## src/rtl/audio_seq_pkg.sv

```systemverilog
// Shared types and tables for the wavetable audio sequencer: FSM states,
// note increment table, the 16-step pattern and the envelope scaler.
package audio_seq_pkg;

  typedef enum logic [2:0] {
    IDLE,
    WAIT_TICK,
    FETCH,
    CAPTURE,
    OUTPUT
  } state_t;

  localparam logic [7:0] ENV_FULL = 8'hFF;

  // Phase increments per note; note 0 is a rest and never advances the phase.
  localparam logic [15:0] NOTE_INCR [16] = '{
    16'h0000, 16'h0100, 16'h0200, 16'h0180,
    16'h0240, 16'h0300, 16'h0360, 16'h0400,
    16'h0480, 16'h0510, 16'h05A0, 16'h0640,
    16'h06C0, 16'h0780, 16'h0840, 16'h0900
  };

  localparam logic [3:0] PATTERN [16] = '{
    4'd1, 4'd0, 4'd2, 4'd3, 4'd1, 4'd4, 4'd0, 4'd5,
    4'd6, 4'd7, 4'd8, 4'd0, 4'd9, 4'd10, 4'd11, 4'd12
  };

  function automatic logic [15:0] scale(input logic [7:0] data, input logic [7:0] env);
    return 16'(data) * 16'(env);
  endfunction

endpackage

```

## src/rtl/audio_sequencer_if.sv

```systemverilog
// Wavetable ROM read port and scaled-sample stream between the sequencer
// (master) and its ROM / pdm consumer (slave).
interface audio_sequencer_if;
  logic [7:0]  rom_addr;
  logic [7:0]  rom_data;
  logic [15:0] sample;
  logic        sample_valid;

  modport master (
    output rom_addr,
    output sample,
    output sample_valid,
    input  rom_data
  );

  modport slave (
    input  rom_addr,
    input  sample,
    input  sample_valid,
    output rom_data
  );
endinterface

```

## src/rtl/audio_env.sv

```systemverilog
// Frame-rate side of the sequencer: vsync edge detect, frame counter,
// pattern step index and the per-note decaying envelope.
module audio_env
  import audio_seq_pkg::*;
#(
  parameter int FRAMES_PER_STEP = 8,
  parameter int ENV_DECAY       = 8
) (
  input  logic       clk,
  input  logic       reset,
  input  logic       clear,
  input  logic       count_en,
  input  logic       vsync,
  output logic       frame_evt,
  output logic [3:0] step,
  output logic [7:0] env
);

  localparam int CW = (FRAMES_PER_STEP > 1) ? $clog2(FRAMES_PER_STEP) : 1;
  localparam logic [CW-1:0] CNT_LAST = CW'(FRAMES_PER_STEP - 1);
  localparam logic [7:0] DECAY = 8'(ENV_DECAY);

  logic          vsync_d_reg;
  logic [CW-1:0] frame_cnt_reg;
  logic [3:0]    step_reg;
  logic [7:0]    env_reg;

  assign frame_evt = vsync & ~vsync_d_reg;
  assign step      = step_reg;
  assign env       = env_reg;

  always_ff @(posedge clk or posedge reset) begin
    if (reset) begin
      vsync_d_reg   <= 1'b0;
      frame_cnt_reg <= '0;
      step_reg      <= 4'd0;
      env_reg       <= ENV_FULL;
    end else begin
      vsync_d_reg <= vsync;
      // A stopped sequencer restarts from step 0 at full envelope level.
      if (clear) begin
        frame_cnt_reg <= '0;
        step_reg      <= 4'd0;
        env_reg       <= ENV_FULL;
      end else if (count_en && frame_evt) begin
        if (frame_cnt_reg == CNT_LAST) begin
          frame_cnt_reg <= '0;
          step_reg      <= step_reg + 4'd1;
          env_reg       <= ENV_FULL;
        end else begin
          frame_cnt_reg <= frame_cnt_reg + CW'(1);
          env_reg       <= (env_reg >= DECAY) ? env_reg - DECAY : 8'd0;
        end
      end
    end
  end

endmodule

```

## src/rtl/audio_sequencer.sv

```systemverilog
// Wavetable playback controller: prescaled sample ticks drive a phase
// accumulator into the ROM, and each sample is scaled by the note envelope.
module audio_sequencer
  import audio_seq_pkg::*;
#(
  parameter int SAMPLE_DIV      = 1024,
  parameter int FRAMES_PER_STEP = 8,
  parameter int ENV_DECAY       = 8
) (
  input  logic                      clk,
  input  logic                      reset,
  input  logic                      enable,
  input  logic                      vsync,
  audio_sequencer_if.master         bus,
  output logic [3:0]                step,
  output logic                      playing
);

  localparam int PW = $clog2(SAMPLE_DIV);
  localparam logic [PW-1:0] PRESC_LAST = PW'(SAMPLE_DIV - 1);

  state_t        state_reg;
  logic [PW-1:0] presc_reg;
  logic [15:0]   phase_reg;
  logic [7:0]    rom_addr_reg;
  logic [7:0]    data_reg;
  logic [15:0]   sample_reg;
  logic          sample_valid_reg;
  logic          playing_reg;

  logic [7:0]    env;
  logic [3:0]    note;
  logic [15:0]   incr;
  logic          rest;
  logic          env_clear;
  logic          env_count;
  logic          frame_evt_unused;

  assign note      = PATTERN[step];
  assign incr      = NOTE_INCR[note];
  assign rest      = (note == 4'd0);
  assign env_clear = ~enable;
  assign env_count = (state_reg != IDLE);

  audio_env #(
    .FRAMES_PER_STEP (FRAMES_PER_STEP),
    .ENV_DECAY       (ENV_DECAY)
  ) u_env (
    .clk       (clk),
    .reset     (reset),
    .clear     (env_clear),
    .count_en  (env_count),
    .vsync     (vsync),
    .frame_evt (frame_evt_unused),
    .step      (step),
    .env       (env)
  );

  assign bus.rom_addr     = rom_addr_reg;
  assign bus.sample       = sample_reg;
  assign bus.sample_valid = sample_valid_reg;
  assign playing          = playing_reg;

  always_ff @(posedge clk or posedge reset) begin
    if (reset) begin
      state_reg        <= IDLE;
      presc_reg        <= '0;
      phase_reg        <= 16'd0;
      rom_addr_reg     <= 8'd0;
      data_reg         <= 8'd0;
      sample_reg       <= 16'd0;
      sample_valid_reg <= 1'b0;
      playing_reg      <= 1'b0;
    end else begin
      sample_valid_reg <= 1'b0;
      if (!enable) begin
        // Abort wherever we are; an in-flight fetch never produces a pulse.
        state_reg   <= IDLE;
        playing_reg <= 1'b0;
        presc_reg   <= '0;
        phase_reg   <= 16'd0;
        sample_reg  <= 16'd0;
      end else begin
        // The prescaler free-runs through the fetch pipeline so ticks stay evenly spaced.
        if (state_reg != IDLE) begin
          presc_reg <= (presc_reg == PRESC_LAST) ? '0 : presc_reg + PW'(1);
        end
        case (state_reg)
          IDLE: begin
            state_reg   <= WAIT_TICK;
            playing_reg <= 1'b1;
            presc_reg   <= '0;
          end
          WAIT_TICK: begin
            if (presc_reg == PRESC_LAST) begin
              state_reg <= FETCH;
            end
          end
          FETCH: begin
            rom_addr_reg <= phase_reg[15:8];
            if (!rest) begin
              phase_reg <= phase_reg + incr;
            end
            state_reg <= CAPTURE;
          end
          CAPTURE: begin
            data_reg  <= bus.rom_data;
            state_reg <= OUTPUT;
          end
          OUTPUT: begin
            sample_reg       <= rest ? 16'd0 : scale(data_reg, env);
            sample_valid_reg <= 1'b1;
            state_reg        <= WAIT_TICK;
          end
          default: begin
            state_reg   <= IDLE;
            playing_reg <= 1'b0;
          end
        endcase
      end
    end
  end

endmodule

```

## src/flat_wrapper.sv

```systemverilog
// flat-port wrapper written by rule: the top's interface ports become plain ports
module audio_sequencer_flat import audio_seq_pkg::*;
#(
  parameter int SAMPLE_DIV      = 1024,
  parameter int FRAMES_PER_STEP = 8,
  parameter int ENV_DECAY       = 8
)
  (clk, reset, enable, vsync, step, playing, bus_rom_addr, bus_sample, bus_sample_valid, bus_rom_data);
  audio_sequencer_if bus_i ();
  input  logic clk;
  input  logic reset;
  input  logic enable;
  input  logic vsync;
  output logic [3:0] step;
  output logic playing;
  output wire logic [$bits(bus_i.rom_addr)-1:0] bus_rom_addr;
  output wire logic [$bits(bus_i.sample)-1:0] bus_sample;
  output wire logic [$bits(bus_i.sample_valid)-1:0] bus_sample_valid;
  input wire logic [$bits(bus_i.rom_data)-1:0] bus_rom_data;
  assign bus_rom_addr = bus_i.rom_addr;
  assign bus_sample = bus_i.sample;
  assign bus_sample_valid = bus_i.sample_valid;
  assign bus_i.rom_data = bus_rom_data;
  audio_sequencer #(.SAMPLE_DIV(SAMPLE_DIV), .FRAMES_PER_STEP(FRAMES_PER_STEP), .ENV_DECAY(ENV_DECAY)) u_core (.clk(clk), .reset(reset), .enable(enable), .vsync(vsync), .bus(bus_i), .step(step), .playing(playing));
endmodule
```

## config.mk

```make
export PLATFORM = sky130hd
export DESIGN_NAME = audio_sequencer_flat
export DESIGN_NICKNAME = d
export VERILOG_FILES = /design/src/rtl/audio_seq_pkg.sv /design/src/rtl/audio_sequencer_if.sv /design/src/rtl/audio_env.sv /design/src/rtl/audio_sequencer.sv /design/src/flat_wrapper.sv
export SDC_FILE = /design/constraint.sdc
export NUM_CORES = 1
export LEC_CHECK = 0
export BUFFER_PORTS_ARGS = -buffer_cell sky130_fd_sc_hd__buf_4
export CAP_MARGIN = 20
export CORE_AREA = 2 2 119 121
export CTS_CLUSTER_DIAMETER = 40
export CTS_CLUSTER_SIZE = 30
export DETAILED_ROUTE_END_ITERATION = 7
export DIE_AREA = 0 0 121 123
export PLACE_DENSITY = 0.66
export REMOVE_ABC_BUFFERS = 1
export SLEW_MARGIN = 30
export SYNTH_ARGS = -nofsm -noshare
export SYNTH_HDL_FRONTEND = slang
export SYNTH_SLANG_ARGS = --single-unit
```

## constraint.sdc

```tcl
create_clock -name clk -period 5.25 [get_ports clk]
set_input_delay 0 -clock clk [delete_from_list [all_inputs] [get_ports clk]]
set_output_delay 0 -clock clk [all_outputs]
set_load 0.01 [all_outputs]
```

==> run metrics, run 1 <==
status=completed; hold depth=2; detailed router's first-iteration violation count=285; Worst path max stage delay=0.64 ns; fraction of registers with async set/reset=1.00; P_sw=276 uW; min cycle time layout=4.85 ns; Critical Path AT=5.08 ns; Switching Fraction=0.223; Place WS=0.390 ns; Seq pwr share=0.461; area share of fa/ha/maj cells after synthesis=0.245; Comb power frac=0.038; Hold Fails Final Rpt=0; Critical Path Slowest Stage Cell=dfstp_2; # resized after CTS=0; CTS Buf Count=9; via count=4483; Hold EP=u_core.u_env.env[6]$_DFFE_PP1P_; max reg flops=16; Die Width=121 um; input/output buffers=41; Storage cell area=1830 sq um; Antenna Diode Count=0; first-pass GRT wire length=21500 um; initial antenna violation count=0; crit start category=register; area grow syn2layout=14.5%; die height=123 um; peak supply drop=0.183 mV; Mapped Cells=626; Post-CTS Setup Repair Bufs=0; Nets=774; Max Slew Vio Count=0; largest family of logic cells by synthesized area=adder cells; footprint of the multi-input gates=3660 sq um; Setup TNS=0 ns; Clock Sinks=73; PwrDens=184 nW/um^2; gpl congestion=0.846; Global Route Usage Sum=0.181; Mapped Area=5880 sq um; Cell Int Power=962 uW; Die Area=14900 sq um; DRC errors left=0; Max Cap Violations=0; Post-Syn Area per Cell=9.39 sq um; Crit Path Category=reg2reg; worst slew pin tran=0.841 ns; total gr overflow=0; Final HPWL DP=9240 um; Max-Slew Margin vs Limit=0.435; WL final=12200 um; R2R Path End=u_core.bus.sample[11]$_DFFE_PP0P_; I/O Pins=42; Worst R2R Setup Slack=0.40 ns; CTS root buf=clkbuf_16; site row count=43; FF+latch count, synth=73; Clock Skews=0.0128 ns; Post-DRT Antenna Nets=0; Pre-antenna DRT Iters=4; r2r startpoint=u_core.u_env.env[7]$_DFFE_PP1P_; peak fanout along the critical path=12; Via density=5.25; Worst Setup End Kind=register; WL per Instance=14.2 um; vias in the first global route=4631; sequential share of the synthesized area=0.312; Synth Area in Compound Gates=0.122; pin count of the biggest net entering global routing=74; clk slew on worst S/H paths=0.06 ns; simple-gate share of the synthesized area=0.194; Layout fillers=1284; Fmax=206 MHz; RSZ-0062 raised after global routing=no; XOR/XNOR Fraction of Synth Area=0.0283; clock insertion delay at the later pin of the skew report=0.35 ns; core footprint=13600 sq um; CTS tree=yes; Synth cell types=66; Initial Util=0.432; CP required=5.48 ns; class of the worst hold path=in2reg; layout cells sized above 1=0.129; mux contribution to synthesized area=0.0341; critical-path cell list=nand2_1 > fa_1 > fa_1 > inv_1 > fa_1 > inv_1 > fa_1 > inv_1 > ha_1 > a21o_1 > a221oi_1 > o21ai_0 > xor2_1 > a22o_1; H-tree levels=3; Hold Crit Start=enable; Clock power frac=0.501; final setup fails=0; worst r2r path cells=14; post-route setup slack=0.402 ns; Post-synth EDFFs=0; most used cell, CP=fa_1; total of warnings raised by yosys=0; Clock Path Buffers=2; Top FF cell, synth=dfrtp_1; leakage power=3.47 nW; Tcrit/Tclk final=0.923
cell families (layout without fill, tap and decap cells):
family	count (synthesis)	after routing
xor gates and xnor gates	19	19
AOI/OAI and AO/OA	102	102
and+or+nand+nor	222	222
DFF	73	73
adders and majority gates	93	93
muxes	19	19
buffers and inverters	98	146
power groups by stage:
stage	Clock [mW]	Sequential, mW	Combinational (mW)
after floorplan	0	0.580	0.0230
after global placement	0	0.581	0.0412
after detailed placement	0	0.581	0.0424
after CTS	0.640	0.571	0.0487
after global routing	0.665	0.572	0.0545
final	0.620	0.571	0.0473
metrics by stage:
| stage | area (sq um) | util | instances | power, mW | hold slack (ns) |
|---|---|---|---|---|---|
| finish | 6730 | 0.495 | 854 | 1.24 | 0.0318 |
| global route | 6730 | 0.495 | 854 | 1.29 | 0.0387 |
| CTS | 6730 | 0.494 | 854 | 1.26 | 0.0248 |
| detailed placement | 6330 | 0.465 | 829 | 0.624 | 0.123 |
| global placement | 6330 | 0.465 | 829 | 0.622 | 0.120 |
| floorplan | 5790 | - | 607 | 0.603 | 0.0314 |
cell type report:
class                      instances  area share
multi-input combinational        455       0.544
clock buffer                      10      0.0355
timing repair buffer              52      0.0623
sequential                        73       0.272
tap                              180      0.0335
inverter                          79      0.0441
clock inverter                     5     0.00836
synthesized netlist by cell type (all sizes together) (11+ instances only):
master,instances,area share
a21oi,22,0.021
a22o,17,0.025
and2,28,0.030
clkbuf,14,0.011
dfrtp,67,0.29
fa,37,0.13
ha,55,0.12
inv,78,0.050
mux2i,11,0.019
nand2,86,0.055
nand2b,16,0.017
nand3,13,0.011
nor2,27,0.019
nor3,13,0.011
o21ai,22,0.019
xnor2,12,0.018
worst max-delay path by stage:
stage	from	to	slack, ns
floorplan	u_core.u_env.env[7]$_DFFE_PP1P_	u_core.bus.sample[12]$_DFFE_PP0P_	0.64
global placement	u_core.u_env.env[7]$_DFFE_PP1P_	u_core.bus.sample[11]$_DFFE_PP0P_	0.48
detailed placement	u_core.u_env.env[7]$_DFFE_PP1P_	u_core.bus.sample[11]$_DFFE_PP0P_	0.39
CTS	u_core.u_env.env[7]$_DFFE_PP1P_	u_core.bus.sample[11]$_DFFE_PP0P_	0.36
global route	u_core.u_env.env[7]$_DFFE_PP1P_	u_core.bus.sample[11]$_DFFE_PP0P_	0.11
finish	u_core.u_env.env[7]$_DFFE_PP1P_	u_core.bus.sample[11]$_DFFE_PP0P_	0.40
critical path: cells and delay by family, from the launching register on:
kind / cells / cell delay, ns
AND/OR/NAND/NOR: 1 / 0.11
AO/OA/AOI/OAI: 4 / 1.15
buffers and inverters: 3 / 0.14
XOR/XNOR: 1 / 0.19
adder cells (fa/ha/maj): 5 / 2.49
flip-flops: 1 / 0.64
placed cells by master (no fill, tap or decap), drive strengths merged, types with 8 or more instances in the layout:
cell and count:
nand2 86, inv 78, dfrtp 67, ha 55, buf 42, fa 37, and2 28, nor2 27
o21ai 22, a21oi 22, a22o 17, nand2b 16, nor3 13, nand3 13, xnor2 12, mux2i 11
dlygate4sd3 10, clkbuf 10, mux2 8
routing by layer:
metal,vias to the layer above,global-route usage,wire [um]
li1,2185,-,-
met1,2204,0.226,5360
met2,82,0.310,6210
met3,12,0.0424,462
met4,0,0.0560,131
met5,-,0,0
timing repair:
item,4_1_cts,5_1_grt
endpoints found under the hold margin,76,0
endpoints found under the setup margin,0,0
hold buffers,10,0
Note: power is estimated with default switching activity, not from simulation.
==> inputs of run 2 (changes only) <==
==> constraint.sdc (replaced) <==
create_clock -name clk -period 5.25 [get_ports clk]
set_input_delay 1.05 -clock clk [delete_from_list [all_inputs] [get_ports clk]]
set_output_delay 1.05 -clock clk [all_outputs]
set_load 0.05 [all_outputs]
==> run metrics, run 2 (synthesis gave the netlist of run 1 again) <==
Global Route Usage Sum=0.176 (-0.00414); status=completed; pin count of the biggest net entering global routing=46 (-38%); Post-DRT Antenna Nets=0 (unchanged); most frequent cells in the layout=nand2_1 (86), inv_1 (77), dfrtp_1 (67); Die Width=121 um (unchanged); layout cells sized above 1=0.131 (+0.00175); Nets=764 (-1.3%); post-route insts no fill=845 (-1.1%); PwrDens=193 nW/um^2 (+5.0%); Crit Path Category=reg2reg; WL met1=5330 um (-0.63%); Setup TNS=0 ns (unchanged); Worst Setup End Kind=register; Initial Util=0.432 (unchanged); clk slew on worst S/H paths=0.06 ns (about the same); Critical Path AT=5.08 ns (about the same); WL per Instance=14.2 um (-0.27%); first-pass GRT wire length=20900 um (-2.9%); DRC errors left=0 (unchanged); Max Cap Violations=0 (unchanged); Final HPWL DP=9170 um (-0.74%); critical-path cell list=nand2_1 > fa_1 > fa_1 > inv_1 > fa_1 > inv_1 > fa_1 > inv_1 > ha_1 > a21o_1 > a221oi_1 > o21ai_0 > xor2_1 > a22o_1; Max Slew Vio Count=0 (unchanged); input/output buffers=41 (unchanged); area grow syn2layout=13.2%; WL final=12000 um (-1.3%); Pre-antenna DRT Iters=6 (+2); CTS root buf=clkbuf_16; Via density=5.29 (+0.79%); die height=123 um (unchanged); worst r2r path cells=14 (unchanged); peak supply drop=0.288 mV (+58%); most used cell, CP=fa_1; gpl congestion=0.847 (about the same); met2 WL=6040 um (-2.8%); H-tree levels=3 (unchanged); CTS Buf Count=9 (unchanged); max reg flops=16 (unchanged); Placed Cells=829 (unchanged); core footprint=13600 sq um (unchanged); Worst path max stage delay=0.63 ns (about the same); DR top layer=met4; Die Area=14900 sq um (unchanged); Clock Sinks=73 (unchanged); initial antenna violation count=0 (unchanged); overall power=1.29 mW (+3.8%); Max-Slew Margin vs Limit=0.460 (+0.0249); RSZ-0062 raised after global routing=no; min cycle time layout=4.84 ns (-0.00504 ns); CP delay by family, top=adder cells; met3 WL post-DR=480 um (+3.9%); Clock Skews=0.00917 ns (-0.00361 ns); Fmax=206 MHz (+0.10%); leakage power=3.44 nW (-0.88%); CTS tree=yes; hold depth=1 (-1); via count=4471 (-0.27%); Post-CTS Setup Repair Bufs=0 (unchanged); CP required=5.49 ns (about the same); detailed router's first-iteration violation count=205 (-28%); crit start category=register; clock insertion delay at the later pin of the skew report=0.35 ns (about the same); most common cell after layout, fill and taps aside=nand2_1; vias in the first global route=4588 (-0.93%); Clock Path Buffers=2 (unchanged); # resized after CTS=0 (unchanged); Tcrit/Tclk final=0.923 (-0.000960); class of the worst hold path=reg2reg; worst slew pin tran=0.806 ns (-0.0351 ns); Antenna Diode Count=0 (unchanged); Worst path depth=14 (unchanged); peak fanout along the critical path=12 (unchanged); site row count=43 (unchanged); I/O Pins=42 (unchanged); final setup fails=0 (unchanged); Layout fillers=1277 (-0.55%); CTS Hold Bufs=0 (-10); CP bufs+invs=3 (unchanged); Hold Fails Final Rpt=0 (unchanged); total gr overflow=0 (unchanged); Critical Path Slowest Stage Cell=dfstp_2
run 2: changes by cell type in the layout (fill, tap and decap cells not counted), sizes merged:
cell,previous run,this run
bufinv,1,2
clkinv,4,5
clkinvlp,1,0
dlygate4sd3,10,0
run 2: path summary, 6_finish.rpt:
check	end	start	slack (ns)
max	u_core.bus.sample[11]$_DFFE_PP0P_	u_core.u_env.env[7]$_DFFE_PP1P_	0.41
min	u_core.presc_reg[0]$_DFFE_PP0P_	u_core.presc_reg[0]$_DFFE_PP0P_	0.49
max reg2reg	u_core.bus.sample[11]$_DFFE_PP0P_	u_core.u_env.env[7]$_DFFE_PP1P_	0.41
min reg2reg	u_core.presc_reg[0]$_DFFE_PP0P_	u_core.presc_reg[0]$_DFFE_PP0P_	0.49
max in group asynchronous	u_core.u_env.env[4]$_DFFE_PP1P_	reset	3.53
min in group asynchronous	u_core.bus.rom_addr[6]$_DFFE_PP0P_	reset	0.82
run 2: metal layers:
metal	GRT usage	up-vias
met4	0.0472	0
met3	0.0498	13
met2	0.312	77
met1	0.211	2216
met5	0	-
li1	-	2165
run 2: where the power goes:
part	internal [mW]	switching, mW
Clock	0.419	0.254
Combinational	0.0135	0.0291
Sequential	0.567	0.00448
run 2: layout make-up:
type	count	area, sq um	share of cell area
Inverter	79	298	0.0448
Tap cell	180	225	0.0338
Clock inverter	6	91.3	0.0137
Multi-Input combinational cell	455	3660	0.550
Clock buffer	10	229	0.0344
Timing Repair Buffer	42	315	0.0474
Sequential cell	73	1830	0.276
run 2: metrics by stage:
step           instance area (sq um)  hold WS [ns]  utilization  worst slack, ns
2_1_floorplan                   5790         0.454            -            0.644
3_3_place_gp                    6330         0.473        0.465            0.482
3_5_place_dp                    6330         0.481        0.465            0.433
4_1_cts                         6650         0.489        0.489            0.419
5_1_grt                         6650         0.507        0.489            0.165
6_report                        6650         0.486        0.489            0.407
run 2: worst register-to-register path, cell delays in order, from the launching register on:
cell and delay, ns:
dfstp_2 0.63, nand2_1 0.11, fa_1 0.51, fa_1 0.55
inv_1 0.06, fa_1 0.53, inv_1 0.05, fa_1 0.53
inv_1 0.04, ha_1 0.36, a21o_1 0.18, a221oi_1 0.52
o21ai_0 0.29, xor2_1 0.20, a22o_1 0.21
==> inputs of run 3 (changes only) <==
--- a/config.mk
+++ b/config.mk
@@ -7,12 +7,12 @@
 export LEC_CHECK = 0
 export BUFFER_PORTS_ARGS = -buffer_cell sky130_fd_sc_hd__buf_4
 export CAP_MARGIN = 20
-export CORE_AREA = 2 2 119 121
+export CORE_AREA = 2 2 125 127
 export CTS_CLUSTER_DIAMETER = 40
 export CTS_CLUSTER_SIZE = 30
 export DETAILED_ROUTE_END_ITERATION = 7
-export DIE_AREA = 0 0 121 123
-export PLACE_DENSITY = 0.66
+export DIE_AREA = 0 0 127 129
+export PLACE_DENSITY = 0.62
 export REMOVE_ABC_BUFFERS = 1
 export SLEW_MARGIN = 30
 export SYNTH_ARGS = -nofsm -noshare
==> run metrics, run 3 (synthesis gave the netlist of run 1 again) <==
crit start category=register; initial antenna violation count=0 (unchanged); CTS tree=yes; Layout fillers=1436 (+12%); vias in the first global route=4604 (+0.35%); Max Slew Vio Count=0 (unchanged); clock insertion delay at the later pin of the skew report=0.35 ns (about the same); area grow syn2layout=13.2% (unchanged); Clock Sinks=73 (unchanged); Worst Setup End Kind=register; first-pass GRT wire length=21500 um (+3.0%); Hold Fails Final Rpt=0 (unchanged); peak supply drop=0.180 mV (-38%); site row count=45 (+4.7%); Crit Path Category=reg2reg; Post-CTS Setup Repair Bufs=0 (unchanged); worst slew pin tran=0.814 ns (+0.00771 ns); core footprint=15000 sq um (+10%); Die Width=127 um (+5.0%); I/O Pins=42 (unchanged); Critical Path AT=5.10 ns (+0.02 ns); final setup fails=0 (unchanged); H-tree levels=3 (unchanged); # resized after CTS=0 (unchanged); Post-DRT Antenna Nets=0 (unchanged); most frequent cells in the layout=nand2_1 (86), inv_1 (77), dfrtp_1 (67); Fmax=206 MHz (-0.18%); CP required=5.49 ns (about the same); Clock Path Buffers=2 (unchanged); DRC errors left=0 (unchanged); Global Route Usage Sum=0.162 (-0.0145); total gr overflow=0 (unchanged); clk slew on worst S/H paths=0.07 ns (about the same); WL final=12400 um (+3.1%); Initial Util=0.392 (-0.0394); CTS Hold Bufs=0 (unchanged); leakage power=3.44 nW (-0.22%); detailed router's first-iteration violation count=211 (+2.9%); Antenna Diode Count=0 (unchanged); Tcrit/Tclk final=0.924 (+0.00168); Setup TNS=0 ns (unchanged); via count=4429 (-0.94%); Final HPWL DP=9300 um (+1.5%); Max Cap Violations=0 (unchanged); most common cell after layout, fill and taps aside=nand2_1; peak fanout along the critical path=12 (unchanged); class of the worst hold path=reg2reg; Die Area=16400 sq um (+10%); CTS root buf=clkbuf_16; Nets=764 (unchanged); die height=129 um (+4.9%); Storage cell area=1830 sq um (unchanged); Max-Slew Margin vs Limit=0.454 (-0.00517); Clock Skews=0.00932 ns (+0.000155 ns); gpl congestion=0.883 (+4.3%); min cycle time layout=4.85 ns (+0.00880 ns); Pre-antenna DRT Iters=4 (-2); input/output buffers=41 (unchanged); status=completed; RSZ-0062 raised after global routing=no; layout cells sized above 1=0.132 (+0.00150); Post-Place Cell Area=6340 sq um (+0.20%); CTS Buf Count=9 (unchanged); max reg flops=16 (unchanged); Via density=5.19 (-1.9%); PwrDens=191 nW/um^2 (-1.0%); cell area after layout=6650 sq um (unchanged); footprint of the multi-input gates=3660 sq um (unchanged); pin count of the biggest net entering global routing=48 (+4.3%); WL per Instance=14.5 um (+2.2%)
## run 3: cell count changes in the layout (fill, tap and decap cells not counted), sizes merged
cell	change
bufinv	-1
clkinvlp	+1
clkinv	-3
clkbuf	-1
inv	+4
## run 3: metrics by stage
step           power (mW)   util  instances  setup WS [ns]  hold slack [ns]
6_report             1.27  0.444        853          0.398            0.486
5_1_grt              1.32  0.444        853          0.186            0.504
4_1_cts              1.29  0.444        853          0.387            0.491
3_5_place_dp        0.626  0.424        837          0.407            0.482
3_3_place_gp        0.624  0.423        837          0.494            0.473
2_1_floorplan       0.605      -        607          0.644            0.454
## run 3: final timing paths
| kind | depth (start not counted) | start | endpoint | slack (ns) |
|---|---|---|---|---|
| setup / recovery | 14 | u_core.u_env.env[7]$_DFFE_PP1P_ | u_core.bus.sample[11]$_DFFE_PP0P_ | 0.40 |
| hold / removal | 1 | u_core.presc_reg[0]$_DFFE_PP0P_ | u_core.presc_reg[0]$_DFFE_PP0P_ | 0.49 |
| setup reg to reg | 14 | u_core.u_env.env[7]$_DFFE_PP1P_ | u_core.bus.sample[11]$_DFFE_PP0P_ | 0.40 |
| hold reg to reg | 1 | u_core.presc_reg[0]$_DFFE_PP0P_ | u_core.presc_reg[0]$_DFFE_PP0P_ | 0.49 |
| max in group asynchronous | 3 | reset | u_core.presc_reg[2]$_DFFE_PP0P_ | 3.69 |
| min in group asynchronous | 2 | reset | u_core.presc_reg[7]$_DFFE_PP0P_ | 0.78 |
## run 3: routing by layer
layer,routed length (um),vias to the layer above,global-route usage,share of wire
li1,-,2171,-,-
met1,5480,2167,0.199,0.44
met2,6220,78,0.283,0.50
met3,530,13,0.0441,0.043
met4,147,0,0.0407,0.012
met5,0,-,0,0
## run 3: worst max-delay path, stage by stage, from the launching register on
cell	delay, ns
dfstp_2	0.64
nand2_1	0.11
fa_1	0.51
fa_1	0.55
inv_1	0.05
fa_1	0.53
inv_1	0.05
fa_1	0.52
inv_1	0.04
ha_1	0.36
a21o_1	0.18
a221oi_1	0.52
o21ai_0	0.27
xor2_1	0.19
a22o_1	0.21
## run 3: area by class of cell
class | count | area share
multi-input cells | 455 | 0.550
flip-flops and latches | 73 | 0.276
repair buffers | 42 | 0.0474
inverters | 79 | 0.0449
well taps | 188 | 0.0354
clock buffers | 9 | 0.0338
clock inverters | 7 | 0.0126
## run 3: report_power, final
part,switching [mW],total [mW],internal (mW)
clock,0.281,0.659,0.378
sequential,0.00444,0.571,0.567
combinational,0.0299,0.0434,0.0135
total,0.315,1.27,0.958
